<file path="config.mk">
export PLATFORM = sky130hd
export DESIGN_NAME = mc_ctrl_unit_flat
export DESIGN_NICKNAME = d
export VERILOG_FILES = /design/src/rtl/mc_ctrl_unit_if.sv /design/src/rtl/mc_ctrl_unit.sv /design/src/flat_wrapper.sv
export SDC_FILE = /design/constraint.sdc
export NUM_CORES = 1
export LEC_CHECK = 0
export ABC_AREA = 1
export BUFFER_PORTS_ARGS = -buffer_cell sky130_fd_sc_hd__buf_2
export CAP_MARGIN = 40
export CORE_MARGIN = 2
export CORE_UTILIZATION = 35
export CTS_CLUSTER_DIAMETER = 200
export DETAILED_ROUTE_END_ITERATION = 7
export PLACE_DENSITY = 0.78
export SETUP_SLACK_MARGIN = 0.5
export SYNTH_ARGS = -nofsm -noshare
export SYNTH_HDL_FRONTEND = slang
export SYNTH_SLANG_ARGS = --single-unit
</file>
<file path="constraint.sdc">
create_clock -name clk -period 1.49 [get_ports clk]
set_input_delay 0.149 -clock clk [delete_from_list [all_inputs] [get_ports clk]]
set_output_delay 0.149 -clock clk [all_outputs]
set_load 0.005 [all_outputs]
</file>
<file path="src/rtl/mc_ctrl_unit_if.sv">
// Control/status bundle between the multi-cycle MIPS controller and its datapath.
// The master modport belongs to the controller; the slave modport belongs to the datapath side.
interface mc_ctrl_unit_if;
  // Status from the datapath
  logic [31:0] Inst;
  logic        zero;
  logic        overflow;
  logic        MIO_ready;
  // Datapath controls and bus strobes
  logic        IorD;
  logic        IRWrite;
  logic [1:0]  RegDst;
  logic        RegWrite;
  logic [1:0]  MemtoReg;
  logic [1:0]  ALUSrcA;
  logic [2:0]  ALUSrcB;
  logic [1:0]  PCSource;
  logic        PCWrite;
  logic        PCWriteCond;
  logic        Branch;
  logic [2:0]  ALU_operation;
  logic        MemRead;
  logic        MemWrite;
  logic        CPU_MIO;
  logic [4:0]  state;
  logic        exc;

  modport master (
    input  Inst, zero, overflow, MIO_ready,
    output IorD, IRWrite, RegDst, RegWrite, MemtoReg, ALUSrcA, ALUSrcB, PCSource,
           PCWrite, PCWriteCond, Branch, ALU_operation, MemRead, MemWrite, CPU_MIO,
           state, exc
  );

  modport slave (
    output Inst, zero, overflow, MIO_ready,
    input  IorD, IRWrite, RegDst, RegWrite, MemtoReg, ALUSrcA, ALUSrcB, PCSource,
           PCWrite, PCWriteCond, Branch, ALU_operation, MemRead, MemWrite, CPU_MIO,
           state, exc
  );
endinterface

</file>
<file path="src/rtl/mc_ctrl_unit.sv">
// Moore FSM sequencing a multi-cycle MIPS datapath (fetch/decode/execute/memory/writeback).
// Every bus access (IF, MEM_RD, MEM_WR) stalls while MIO_ready is low.
// Optional feature: define OVERFLOW_TRAP_EN to suppress the writeback of an overflowing
// add/sub/addi and raise exc for that writeback cycle; otherwise exc is tied low.
module mc_ctrl_unit #(
  parameter int unsigned ST_W = 5
) (
  input  logic           clk,
  input  logic           reset,
  mc_ctrl_unit_if.master bus
);

  typedef enum logic [ST_W-1:0] {
    StIf, StId, StExR, StExMa, StMemRd, StMemWr, StWbLw, StWbR,
    StExI, StWbI, StExLui, StExBeq, StExBne, StExJ, StExJal, StExJr
  } state_e;

  localparam logic [5:0] OpRtype = 6'b000000;
  localparam logic [5:0] OpLw    = 6'b100011;
  localparam logic [5:0] OpSw    = 6'b101011;
  localparam logic [5:0] OpBeq   = 6'b000100;
  localparam logic [5:0] OpBne   = 6'b000101;
  localparam logic [5:0] OpJ     = 6'b000010;
  localparam logic [5:0] OpJal   = 6'b000011;
  localparam logic [5:0] OpLui   = 6'b001111;
  localparam logic [5:0] OpAddi  = 6'b001000;
  localparam logic [5:0] OpAndi  = 6'b001100;
  localparam logic [5:0] OpOri   = 6'b001101;
  localparam logic [5:0] OpXori  = 6'b001110;
  localparam logic [5:0] OpSlti  = 6'b001010;

  localparam logic [5:0] FnAdd = 6'b100000;
  localparam logic [5:0] FnSub = 6'b100010;
  localparam logic [5:0] FnAnd = 6'b100100;
  localparam logic [5:0] FnOr  = 6'b100101;
  localparam logic [5:0] FnXor = 6'b100110;
  localparam logic [5:0] FnNor = 6'b100111;
  localparam logic [5:0] FnSlt = 6'b101010;
  localparam logic [5:0] FnSrl = 6'b000010;
  localparam logic [5:0] FnJr  = 6'b001000;

  localparam logic [2:0] AluAnd = 3'b000;
  localparam logic [2:0] AluOr  = 3'b001;
  localparam logic [2:0] AluAdd = 3'b010;
  localparam logic [2:0] AluXor = 3'b011;
  localparam logic [2:0] AluNor = 3'b100;
  localparam logic [2:0] AluSrl = 3'b101;
  localparam logic [2:0] AluSub = 3'b110;
  localparam logic [2:0] AluSlt = 3'b111;

  state_e     state_q, state_d;
  logic [5:0] opcode, funct;
  logic       ready;

  logic       iord, ir_write, reg_write, pc_write, pc_write_cond, branch;
  logic       mem_read, mem_write, cpu_mio, exc;
  logic [1:0] reg_dst, mem_to_reg, alu_src_a, pc_source;
  logic [2:0] alu_src_b, alu_op;

  assign opcode = bus.Inst[31:26];
  assign funct  = bus.Inst[5:0];
  assign ready  = bus.MIO_ready;

  // zero is consumed by the datapath's branch gate; the middle IR fields are datapath-only
  logic unused_inputs;
  assign unused_inputs = ^{bus.zero, bus.overflow, bus.Inst[25:6]};

  // R-type funct to ALU operation; unknown functs fall back to ADD
  function automatic logic [2:0] r_alu_op(input logic [5:0] fn);
    logic [2:0] op;
    op = AluAdd;
    case (fn)
      FnSub:   op = AluSub;
      FnAnd:   op = AluAnd;
      FnOr:    op = AluOr;
      FnXor:   op = AluXor;
      FnNor:   op = AluNor;
      FnSlt:   op = AluSlt;
      FnSrl:   op = AluSrl;
      default: op = AluAdd;
    endcase
    return op;
  endfunction

  // Immediate-format opcode to ALU operation
  function automatic logic [2:0] i_alu_op(input logic [5:0] op_code);
    logic [2:0] op;
    op = AluAdd;
    case (op_code)
      OpAndi:  op = AluAnd;
      OpOri:   op = AluOr;
      OpXori:  op = AluXor;
      OpSlti:  op = AluSlt;
      default: op = AluAdd;
    endcase
    return op;
  endfunction

`ifdef OVERFLOW_TRAP_EN
  logic ovf_q;

  // Remember whether the trapping arithmetic just executed overflowed; clear on every fetch
  always_ff @(posedge clk or negedge reset) begin
    if (!reset) begin
      ovf_q <= 1'b0;
    end else if (state_q == StIf) begin
      ovf_q <= 1'b0;
    end else if (state_q == StExR && (funct == FnAdd || funct == FnSub)) begin
      ovf_q <= bus.overflow;
    end else if (state_q == StExI && opcode == OpAddi) begin
      ovf_q <= bus.overflow;
    end
  end
`else
  logic ovf_q;
  assign ovf_q = 1'b0;
`endif

  // State register
  always_ff @(posedge clk or negedge reset) begin
    if (!reset) begin
      state_q <= StIf;
    end else begin
      state_q <= state_d;
    end
  end

  // Next-state and per-state control decode
  always_comb begin
    state_d       = state_q;
    iord          = 1'b0;
    ir_write      = 1'b0;
    reg_dst       = 2'd0;
    reg_write     = 1'b0;
    mem_to_reg    = 2'd0;
    alu_src_a     = 2'd0;
    alu_src_b     = 3'd0;
    pc_source     = 2'd0;
    pc_write      = 1'b0;
    pc_write_cond = 1'b0;
    branch        = 1'b0;
    alu_op        = AluAnd;
    mem_read      = 1'b0;
    mem_write     = 1'b0;
    cpu_mio       = 1'b0;
    exc           = 1'b0;

    unique case (state_q)
      StIf: begin
        mem_read  = 1'b1;
        cpu_mio   = 1'b1;
        alu_src_b = 3'd1;
        alu_op    = AluAdd;
        // A stalled fetch must leave PC and IR untouched
        ir_write  = ready;
        pc_write  = ready;
        if (ready) state_d = StId;
      end
      StId: begin
        // Precompute the branch target into ALUOut while decoding
        alu_src_b = 3'd4;
        alu_op    = AluAdd;
        case (opcode)
          OpRtype:                             state_d = (funct == FnJr) ? StExJr : StExR;
          OpLw, OpSw:                          state_d = StExMa;
          OpBeq:                               state_d = StExBeq;
          OpBne:                               state_d = StExBne;
          OpJ:                                 state_d = StExJ;
          OpJal:                               state_d = StExJal;
          OpLui:                               state_d = StExLui;
          OpAddi, OpAndi, OpOri, OpXori, OpSlti: state_d = StExI;
          default:                             state_d = StIf;
        endcase
      end
      StExR: begin
        alu_src_a = 2'd1;
        alu_src_b = 3'd0;
        alu_op    = r_alu_op(funct);
        state_d   = StWbR;
      end
      StWbR: begin
        reg_dst   = 2'd1;
        reg_write = ~ovf_q;
        exc       = ovf_q;
        state_d   = StIf;
      end
      StExMa: begin
        alu_src_a = 2'd1;
        alu_src_b = 3'd2;
        alu_op    = AluAdd;
        state_d   = (opcode == OpSw) ? StMemWr : StMemRd;
      end
      StMemRd: begin
        iord     = 1'b1;
        mem_read = 1'b1;
        cpu_mio  = 1'b1;
        if (ready) state_d = StWbLw;
      end
      StMemWr: begin
        iord      = 1'b1;
        mem_write = 1'b1;
        cpu_mio   = 1'b1;
        if (ready) state_d = StIf;
      end
      StWbLw: begin
        mem_to_reg = 2'd1;
        reg_write  = 1'b1;
        state_d    = StIf;
      end
      StExI: begin
        alu_src_a = 2'd1;
        alu_src_b = (opcode == OpAndi || opcode == OpOri || opcode == OpXori) ? 3'd3 : 3'd2;
        alu_op    = i_alu_op(opcode);
        state_d   = StWbI;
      end
      StWbI: begin
        reg_write = ~ovf_q;
        exc       = ovf_q;
        state_d   = StIf;
      end
      StExLui: begin
        mem_to_reg = 2'd2;
        reg_write  = 1'b1;
        state_d    = StIf;
      end
      StExBeq, StExBne: begin
        alu_src_a     = 2'd1;
        alu_src_b     = 3'd0;
        alu_op        = AluSub;
        pc_source     = 2'd1;
        pc_write_cond = 1'b1;
        branch        = (state_q == StExBeq);
        state_d       = StIf;
      end
      StExJ: begin
        pc_source = 2'd2;
        pc_write  = 1'b1;
        state_d   = StIf;
      end
      StExJal: begin
        // $31 receives the already-incremented PC on the same edge that loads the target
        pc_source  = 2'd2;
        pc_write   = 1'b1;
        reg_dst    = 2'd2;
        mem_to_reg = 2'd3;
        reg_write  = 1'b1;
        state_d    = StIf;
      end
      StExJr: begin
        pc_source = 2'd3;
        pc_write  = 1'b1;
        state_d   = StIf;
      end
      default: state_d = StIf;
    endcase
  end

  assign bus.IorD          = iord;
  assign bus.IRWrite       = ir_write;
  assign bus.RegDst        = reg_dst;
  assign bus.RegWrite      = reg_write;
  assign bus.MemtoReg      = mem_to_reg;
  assign bus.ALUSrcA       = alu_src_a;
  assign bus.ALUSrcB       = alu_src_b;
  assign bus.PCSource      = pc_source;
  assign bus.PCWrite       = pc_write;
  assign bus.PCWriteCond   = pc_write_cond;
  assign bus.Branch        = branch;
  assign bus.ALU_operation = alu_op;
  assign bus.MemRead       = mem_read;
  assign bus.MemWrite      = mem_write;
  assign bus.CPU_MIO       = cpu_mio;
  assign bus.state         = state_q;
  assign bus.exc           = exc;

endmodule
</file>
<file path="src/flat_wrapper.sv">
// flat-port wrapper written by rule: the top's interface ports become plain ports
module mc_ctrl_unit_flat 
#(
  parameter int unsigned ST_W = 5
)
  (clk, reset, bus_Inst, bus_zero, bus_overflow, bus_MIO_ready, bus_IorD, bus_IRWrite, bus_RegDst, bus_RegWrite, bus_MemtoReg, bus_ALUSrcA, bus_ALUSrcB, bus_PCSource, bus_PCWrite, bus_PCWriteCond, bus_Branch, bus_ALU_operation, bus_MemRead, bus_MemWrite, bus_CPU_MIO, bus_state, bus_exc);
  mc_ctrl_unit_if bus_i ();
  input  logic clk;
  input  logic reset;
  input wire logic [$bits(bus_i.Inst)-1:0] bus_Inst;
  input wire logic [$bits(bus_i.zero)-1:0] bus_zero;
  input wire logic [$bits(bus_i.overflow)-1:0] bus_overflow;
  input wire logic [$bits(bus_i.MIO_ready)-1:0] bus_MIO_ready;
  output wire logic [$bits(bus_i.IorD)-1:0] bus_IorD;
  output wire logic [$bits(bus_i.IRWrite)-1:0] bus_IRWrite;
  output wire logic [$bits(bus_i.RegDst)-1:0] bus_RegDst;
  output wire logic [$bits(bus_i.RegWrite)-1:0] bus_RegWrite;
  output wire logic [$bits(bus_i.MemtoReg)-1:0] bus_MemtoReg;
  output wire logic [$bits(bus_i.ALUSrcA)-1:0] bus_ALUSrcA;
  output wire logic [$bits(bus_i.ALUSrcB)-1:0] bus_ALUSrcB;
  output wire logic [$bits(bus_i.PCSource)-1:0] bus_PCSource;
  output wire logic [$bits(bus_i.PCWrite)-1:0] bus_PCWrite;
  output wire logic [$bits(bus_i.PCWriteCond)-1:0] bus_PCWriteCond;
  output wire logic [$bits(bus_i.Branch)-1:0] bus_Branch;
  output wire logic [$bits(bus_i.ALU_operation)-1:0] bus_ALU_operation;
  output wire logic [$bits(bus_i.MemRead)-1:0] bus_MemRead;
  output wire logic [$bits(bus_i.MemWrite)-1:0] bus_MemWrite;
  output wire logic [$bits(bus_i.CPU_MIO)-1:0] bus_CPU_MIO;
  output wire logic [$bits(bus_i.state)-1:0] bus_state;
  output wire logic [$bits(bus_i.exc)-1:0] bus_exc;
  assign bus_i.Inst = bus_Inst;
  assign bus_i.zero = bus_zero;
  assign bus_i.overflow = bus_overflow;
  assign bus_i.MIO_ready = bus_MIO_ready;
  assign bus_IorD = bus_i.IorD;
  assign bus_IRWrite = bus_i.IRWrite;
  assign bus_RegDst = bus_i.RegDst;
  assign bus_RegWrite = bus_i.RegWrite;
  assign bus_MemtoReg = bus_i.MemtoReg;
  assign bus_ALUSrcA = bus_i.ALUSrcA;
  assign bus_ALUSrcB = bus_i.ALUSrcB;
  assign bus_PCSource = bus_i.PCSource;
  assign bus_PCWrite = bus_i.PCWrite;
  assign bus_PCWriteCond = bus_i.PCWriteCond;
  assign bus_Branch = bus_i.Branch;
  assign bus_ALU_operation = bus_i.ALU_operation;
  assign bus_MemRead = bus_i.MemRead;
  assign bus_MemWrite = bus_i.MemWrite;
  assign bus_CPU_MIO = bus_i.CPU_MIO;
  assign bus_state = bus_i.state;
  assign bus_exc = bus_i.exc;
  mc_ctrl_unit #(.ST_W(ST_W)) u_core (.clk(clk), .reset(reset), .bus(bus_i));
endmodule
</file>
==> results.md, run 1 <==
* P&R area growth vs syn at 97.9%
* Total power at 0.00259 W
* Top cells by area, synth: nand2_1 17%, dfrtp_1 13%, nor2_1 12%, nand3_1 9.7%, inv_1 9.2%
* Final nets at 260
* Antenna-violating nets left at 0
* Most used cell, CP: nor2_4
* First-pass DRT Iterations at 5
* Place WS at 0.0757 ns
* Gr ovfl total at 0
* Vias in the first global route at 1097
* Mapped cell area at 774 um2
* WL per Instance at 15.8 um
* Total die area at 2610 um2
* Mean area per synthesized cell at approximately 5.3 um2
* Worst path cell trace: buf_12 -> nor2_4 -> inv_2 -> nor2_4 -> a21oi_2 -> o21ai_1 -> buf_2
* Cell taking the most area after synthesis: nand2_1
* Slew Limit Fails at 0
* Port Buffers at 40
* Initial antenna violation count at 0
* Failing checks: setup timing
* Initial drt markers at 72
* Fin crit share at 1.16
* Main synth FF type: dfrtp_1
* Final WS setup at -0.235 ns
* Synthesized flop and latch total at 4
* Via-to-Cell Ratio at 5.40
* Crit path arrival time at 1.58 ns
* Clock latency on the worst-skew pair at 0.27 ns
* Synth cell types at 24
* CTS tree: done
* CP Class: reg -> out
* Num Clock Sinks at 4
* FMAX at 0.580 GHz
* HP Class: in -> reg
* Post-Layout Cell Count at 250
* Largest net degree at the start of global routing at 10
* Largest stage delay on the critical path at about 0.45 ns
* Max reg flops at 4
* DR vias at around 1400
* Post-Route WL at 3950 um
* Syn. warnings at 0
* Crit path capture type: output pin
* CP max FO at 4
* Die height at 51.0 um
* Max_cap viols at 0
* CTS root buf: clkbuf_4
* Setup-failing EPs final at 18
* RSZ-0062 raised after global routing: true
* Slowest CP cell: dfrtp_2
* CP startpoint kind: flop
* Detailed placer's ending HPWL at 1720 um
* Placed Cells at between 200 and 250
* Worst VDD drop at 1.12 mV
* Post-synth EDFFs at 0
* # IOs at 66
* Worst-path clk slew at 0.04 ns
* Routability cong. at approximately 0.87
* # rows at 17
* Yosys top cell area share at 0.174
* DRC violations left at 0
* Leakage at 0.831 nW
* Layout cells sized above 1 at 0.559
* Post-route minimum period at 1.72 ns
* ANT cells at 0
* H-tree depth at 1
* Hold Fails Final Rpt at 0
* Seq/Total Area, Yosys at 0.129
* Initial core utilization at 0.361
* PwrDens at 1690 nW/um2
* Status: finished, violations left
* CTS Buffer Depth at 2
* Skew final at 0.0219 ns
* CTS Buf Count at 3
* Core Area at 2150 um2
* First-pass GRT wire length at ~5000 um
* Worst Path Required at 1.34 ns
* Die width at 51.0 um
* Ys async rst share at 1.00
* Total GRT Usage at 0.250
* Post-Syn Instances at 146
## metrics by stage
stage               utilization  hold WS, ns  area [um2]  TNS [ns]
finish                    0.713        0.215        1530     -2.12
global route              0.713        0.249        1530     -2.70
global placement          0.476      -0.0440        1020         0
CTS                       0.617        0.219        1330    -0.522
floorplan                     -       -0.147         791         0
detailed placement        0.476      -0.0445        1020         0
## placed cells by master (no fill, tap or decap), types with 2 or more instances in the layout
cell       n
buf_2     39
nand2_1   30
nor2_1    20
buf_4     18
inv_1     15
nand3_1   13
buf_6     13
nor2_4    11
inv_2      8
nand2_2    5
a21oi_1    4
dfrtp_2    4
inv_4      3
nand2_4    3
o21ai_1    3
o21ai_0    3
conb_1     3
clkbuf_4   3
nand4_1    2
a21oi_2    2
o21ai_2    2
buf_12     2
## worst paths after layout
check | from | end | slack [ns] | cells after the start
setup / recovery | u_core.bus.state[2] | bus_ALU_operation[2] | -0.23 | 7
hold / removal | bus_MIO_ready | u_core.bus.state[0] | 0.21 | 4
setup reg to reg | u_core.bus.state[2] | u_core.bus.state[0] | -0.01 | 9
hold reg to reg | u_core.bus.state[0] | u_core.bus.state[3] | 0.80 | 4
max in group asynchronous | reset | u_core.bus.state[0] | 1.10 | 2
min in group asynchronous | reset | u_core.bus.state[1] | 0.23 | 2
## cell usage after synthesis (2+ instances only)
cell,number
a21oi_1,6
buf_4,3
dfrtp_1,4
inv_1,19
inv_2,7
nand2_1,36
nand2_2,3
nand3_1,15
nand4_1,2
nor2_1,24
nor2_2,5
nor2_4,3
nor3_1,2
o21ai_0,7
## logic make-up after synthesis
logic type | count (synthesis) | share of synthesized area
AO/OA/AOI/OAI | 20 | 0.158
buffers and inverters | 30 | 0.170
other | 1 | 0.00484
AND/OR/NAND/NOR | 91 | 0.538
flip-flops | 4 | 0.129
## worst max-delay path, delay by kind of cell (launching register included)
family,cells,cell delay (ns)
buf+inv,3,0.37
flops,1,0.45
compound gates,2,0.19
simple gates,2,0.32
## layer usage
metal,track usage,routed length [um],vias up
li1,-,-,611
met3,0.0175,307,29
met5,0,0,-
met4,0.0766,248,0
met1,0.310,1380,606
met2,0.455,2010,104
## where the power goes
group          internal, W  switching [W]  total (W)  leakage, nW
Sequential        0.000159      0.0000930   0.000252       0.0470
Combinational      0.00105        0.00112    0.00217        0.769
Clock             0.000102      0.0000701   0.000172       0.0150
## repair_timing
item / in CTS / in global routing
hold buffers: 1 / 0
pin swaps: 12 / 13
setup endpoints to repair: 30 / 29
resized for setup: 34 / 28
endpoints found under the hold margin: 4 / 0
buffers inserted: 17 / 12
## area by class of cell
class	instances	area (um2)
clock buffers	4	26.3
fillers	148	616
inverters	26	105
multi-input cells	114	719
flip-flops and latches	4	105
well taps	28	35.0
repair buffers	74	542
(Power assumes the default switching activity.)
==> run 2, diff against run 1 <==
--- a/config.mk
+++ b/config.mk
@@ -12,7 +12,7 @@
 export CORE_UTILIZATION = 35
 export CTS_CLUSTER_DIAMETER = 200
 export DETAILED_ROUTE_END_ITERATION = 7
-export PLACE_DENSITY = 0.78
+export PLACE_DENSITY_LB_ADDON = 0.12
 export SETUP_SLACK_MARGIN = 0.5
 export SYNTH_ARGS = -nofsm -noshare
 export SYNTH_HDL_FRONTEND = slang
==> constraint.sdc (replaced) <==
create_clock -name clk -period 1.49 [get_ports clk]
set_input_delay 0.0745 -clock clk [delete_from_list [all_inputs] [get_ports clk]]
set_output_delay 0.0745 -clock clk [all_outputs]
set_load 0.005 [all_outputs]
==> results.md, run 2 (synthesis gave the netlist of run 1 again) <==
* Worst Path Required at 1.42 ns
* Layout cells sized above 1 at 0.514
* Final WS setup at -0.0810 ns
* ANT cells at 0
* WL met3 at around 150 um
* Detailed placer's ending HPWL at 1830 um
* Clock latency on the worst-skew pair at 0.23 ns
* Setup-failing EPs final at 7
* HP Class: in -> reg
* Worst VDD drop at 0.967 mV
* Die height at just over 50 um
* Most frequent cells in the layout: 39 x buf_2, 30 x nand2_1, 21 x nor2_1
* Met2 WL at about 1400 um
* Crit path arrival time at 1.50 ns
* Total GRT Usage at 0.204
* Leading cell type in the layout, fill and taps excluded: buf_2
* DR vias at 1190
* H-tree depth at 1
* P&R area growth vs syn at 81.4%
* Max_cap viols at 0
* Crit path max-delay family: simple AND/OR/NAND/NOR gates
* CP max FO at 4
* First-pass GRT wire length at 4220 um
* Crit path capture type: output pin
* Largest stage delay on the critical path at between 0.4 and 0.5 ns
* Initial antenna violation count at 0
* Placed Area at 1000 um2
* Place WS at a little over 0.09 ns
* Design Area, Final at 1410 um2
* Met1 wire length at 1230 um
* Port Buffers at 40
* Post-route minimum period at 1.57 ns
* Final nets at ~250
* Max reg flops at 4
* Area of the multi-input gates at 691 um2
* Total die area at 2610 um2
* CTS Buffer Depth at 2
* Post-Route WL at 2850 um
* Placed Cells at 214
* CP startpoint kind: flop
* Seq. cell area at between 100 and 150 um2
* Slowest CP cell: dfrtp_2
* Num Clock Sinks at 4
* DRC violations left at 0
* Core Area at between 2000 and 2500 um2
* CP Class: reg -> out
* Worst-path clk slew at 0.04 ns
* Fillers at 185
* Leakage at 0.776 nW
* First-pass DRT Iterations at 5
* Failing checks: setup timing
* Via-to-Cell Ratio at 4.92
* Buffers & Inverters on Critical Path at 4
* R2R setup slack at 0.12 ns
* Gr ovfl total at 0
* Skew final at 0.00341 ns
* Worst path cell trace: nor2_4 -> inv_2 -> nor2_4 -> inv_2 -> nor3_4 -> inv_1 -> nand2_1 -> buf_2
* Initial core utilization at 0.361
* # IOs at 66
* CTS tree: done
* Total power at 0.00232 W
* RSZ-0062 raised after global routing: true
* Routability cong. at 0.845
* Largest net degree at the start of global routing at 10
* Slew Limit Fails at 0
* CTS root buf: clkbuf_4
* Status: finished, violations left
* Initial drt markers at 33
* Hold Fails Final Rpt at 0
* Post-Layout Cell Count at 242
* Die width at just over 50 um
* # rows at 17
* CTS Buf Count at 3
* Fin crit share at 1.05
* FMAX at 0.637 GHz
* WL per Instance at about 12 um
* PwrDens at 1650 nW/um2
* DR top layer: met4
* Antenna-violating nets left at 0
* Vias in the first global route at 1067
## run 2: cell count changes in the layout (fill, tap and decap cells not counted), moves of 2 or more
cell,before,now
nor2_4,11,7
buf_4,18,15
buf_6,13,10
inv_4,3,0
nor2_2,1,4
inv_1,15,17
## run 2: stage by stage
stage,setup TNS [ns],hold WS (ns),util
6_report,-0.354,0.165,0.654
5_1_grt,-0.885,0.181,0.654
4_1_cts,-0.0136,0.152,0.613
3_5_place_dp,0,-0.117,0.468
3_3_place_gp,0,-0.119,0.468
2_1_floorplan,0,-0.221,-
## run 2: layout make-up
type                       count  area share
sequential                     4      0.0748
inverter                      26      0.0695
timing repair buffer          66       0.321
clock buffer                   4      0.0187
multi-input combinational    114       0.492
tap                           28      0.0249
## run 2: routing by layer
layer,vias to the layer above,track usage
met2,44,0.370
li1,595,-
met4,0,0.0676
met3,2,0.0322
met1,549,0.242
met5,-,0
## run 2: path summary, 6_finish.rpt
path | from | to | depth (start not counted)
worst max-delay path | u_core.bus.state[1] | bus_ALUSrcB[0] | 8
worst min-delay path | bus_MIO_ready | u_core.bus.state[0] | 4
worst max register to register | u_core.bus.state[1] | u_core.bus.state[2] | 9
worst min register to register | u_core.bus.state[0] | u_core.bus.state[1] | 5
max in group asynchronous | reset | u_core.bus.state[2] | 2
min in group asynchronous | reset | u_core.bus.state[1] | 2
## run 2: timing repair
item | 4_1_cts | 5_1_grt
setup endpoints to repair | 28 | 30
endpoints found under the hold margin | 4 | 0
gates resized for setup | 37 | 10
buffers inserted | 17 | 6
hold buffers | 1 | 0
pin swaps | 8 | 6
## run 2: worst reg2reg max path, cell delays in order, from the launching register on
cell,delay (ns)
dfrtp_2,0.40
nor2_4,0.06
buf_4,0.13
buf_6,0.13
nand2_1,0.10
o21ai_2,0.08
a31oi_1,0.19
nand2_1,0.07
nand2_1,0.05
nand2_1,0.04
## run 2: report_power, final
part / internal (W) / switching [W] / leakage, nW / total (W)
Combinational: 0.000946 / 0.000991 / 0.714 / 0.00194
Sequential: 0.000159 / 0.0000767 / 0.0470 / 0.000236
Clock: 0.000101 / 0.0000450 / 0.0150 / 0.000146
==> run 3, diff against run 2 <==
--- a/config.mk
+++ b/config.mk
@@ -8,10 +8,12 @@
 export ABC_AREA = 1
 export BUFFER_PORTS_ARGS = -buffer_cell sky130_fd_sc_hd__buf_2
 export CAP_MARGIN = 40
+export CORE_ASPECT_RATIO = 1.75
 export CORE_MARGIN = 2
-export CORE_UTILIZATION = 35
+export CORE_UTILIZATION = 34
 export CTS_CLUSTER_DIAMETER = 200
 export DETAILED_ROUTE_END_ITERATION = 7
+export MAX_ROUTING_LAYER = met4
 export PLACE_DENSITY_LB_ADDON = 0.12
 export SETUP_SLACK_MARGIN = 0.5
 export SYNTH_ARGS = -nofsm -noshare
==> constraint.sdc (replaced) <==
create_clock -name clk -period 1.4 [get_ports clk]
set_input_delay 0.07 -clock clk [delete_from_list [all_inputs] [get_ports clk]]
set_output_delay 0.07 -clock clk [all_outputs]
set_load 0.005 [all_outputs]
==> results.md, run 3 (synthesis gave the netlist of run 1 again) <==
* Worst Path Required at 1.33 ns
* WL per Instance at 11.4 um
* Num Clock Sinks at 4
* Crit path max-delay family: buffers and inverters
* WL met3 at 95 um
* Layout cells sized above 1 at 0.507
* Final WS setup at -0.117 ns
* Most used cell, CP: buf_4
* Met2 WL at around 1600 um
* DR vias at 1173
* PwrDens at 1680 nW/um2
* Initial core utilization at 0.365
* RSZ-0062 raised after global routing: true
* Total power at about 0.0023 W
* Via-to-Cell Ratio at 4.95
* Design Area, Final at 1370 um2
* Antenna-violating nets left at 0
* Slew Limit Fails at 0
* Vias in the first global route at between 1000 and 1500
* Max_cap viols at 0
* DRC violations left at 0
* Buffers & Inverters on Critical Path at 4
* Setup-failing EPs final at 13
* CTS root buf: clkbuf_4
* Initial antenna violation count at 0
* ANT cells at 0
* Initial drt markers at 40
* Largest net degree at the start of global routing at 10
* Leakage at 0.749 nW
* Slowest CP cell: dfrtp_2
* Worst path cell trace: buf_6 -> nor2_4 -> buf_4 -> buf_4 -> a21oi_2 -> nand3_1 -> buf_2
* H-tree depth at 1
* Status: finished, violations left
* Skew final at about 0.0045 ns
* First-pass DRT Iterations at 4
* Worst VDD drop at 1.25 mV
* Fin crit share at 1.08
* # IOs at 66
* Post-route minimum period at roughly 1.5 ns
* Worst-path clk slew at about 0.040 ns
* Die width at 40.1 um
* Gr ovfl total at 0
* Clock latency on the worst-skew pair at 0.23 ns
* CP startpoint kind: flop
* Leading cell type in the layout, fill and taps excluded: buf_2
* Routability cong. at 0.817
* Final nets at 251
* Max reg flops at 4
* Placed Area at 1030 um2
* CP Class: reg -> out
* Most frequent cells in the layout: 39 x buf_2, 33 x nand2_1, 20 x buf_4
* Post-route setup TNS at -0.720 ns
* CP max FO at 4
* HP Class: in -> async
* Met1 wire length at 1020 um
* FMAX at 0.659 GHz
* First-pass GRT wire length at 4090 um
* Die height at 67.1 um
* # rows at 22
* Final core occ at 0.646
* Port Buffers at 40
* Total GRT Usage at 0.216
* Core Area at 2120 um2
* CTS tree: done
* Post-Route WL at around 2700 um
* Detailed placer's ending HPWL at 1910 um
* Crit path capture type: output pin
* CTS Buffer Depth at 2
* Largest stage delay on the critical path at 0.42 ns
* Failing checks: setup timing
* DR top layer: met4
* Crit path arrival time at 1.45 ns
* P&R area growth vs syn at 76.7%
* Hold Fails Final Rpt at 0
* CTS Buf Count at 3
* Total die area at 2690 um2
-- run 3: changes by cell type in the layout (fill, tap and decap cells not counted), moves of 3 or more --
cell / before / now
inv_4: 0 / 3
buf_4: 15 / 20
inv_2: 9 / 5
buf_6: 10 / 5
nor2_1: 21 / 18
nand2_1: 30 / 33
-- run 3: worst paths after layout --
path	from	endpoint	slack, ns	depth (start not counted)
hold reg to reg	u_core.bus.state[2]	u_core.bus.state[2]	0.73	4
max in group asynchronous	reset	u_core.bus.state[2]	1.09	2
setup / recovery	u_core.bus.state[2]	bus_ALU_operation[1]	-0.12	7
setup reg to reg	u_core.bus.state[2]	u_core.bus.state[0]	-0.01	9
min in group clk	bus_MIO_ready	u_core.bus.state[0]	0.19	4
hold / removal	reset	u_core.bus.state[0]	0.17	2
-- run 3: stage by stage --
stage | hold WS, ns | std cells | setup WS [ns]
floorplan | -0.226 | 148 | 0.193
global route | 0.177 | 237 | -0.168
global placement | -0.124 | 214 | 0.0651
finish | 0.170 | 237 | -0.117
detailed placement | -0.120 | 214 | 0.0547
CTS | 0.156 | 233 | -0.114
-- run 3: report_power, final --
part	internal, W	switching (W)
logic	0.000898	0.00101
registers	0.000169	0.0000682
clock network	0.000107	0.0000449
-- run 3: final cells by class --
class | count | area (um2)
well taps | 24 | 30.0
flip-flops and latches | 4 | 105
repair buffers | 65 | 412
clock buffers | 4 | 26.3
fillers | 194 | 751
inverters | 26 | 105
multi-input cells | 114 | 691
-- run 3: worst reg2reg max path, stage by stage (launching register included) --
cell     delay, ns
dfrtp_2       0.42
buf_6         0.13
nor2_4        0.16
buf_4         0.16
nand3_4       0.08
nor3_2        0.17
nor2_1        0.05
nand2_1       0.08
nand2_1       0.05
nand2_1       0.05
-- run 3: layer usage --
metal	track usage	up-vias
li1	-	592
met5	-	-
met2	0.401	31
met4	0.0474	0
met1	0.231	548
met3	0.0197	2
-- run 3: repair_timing --
action / 4_1_cts / 5_1_grt
hold buffers: 1 / 0
endpoints found under the hold margin: 4 / 0
gates resized for setup: 28 / 14
pin swaps: 6 / 7
buffers inserted: 14 / 4
setup endpoints to repair: 30 / 30
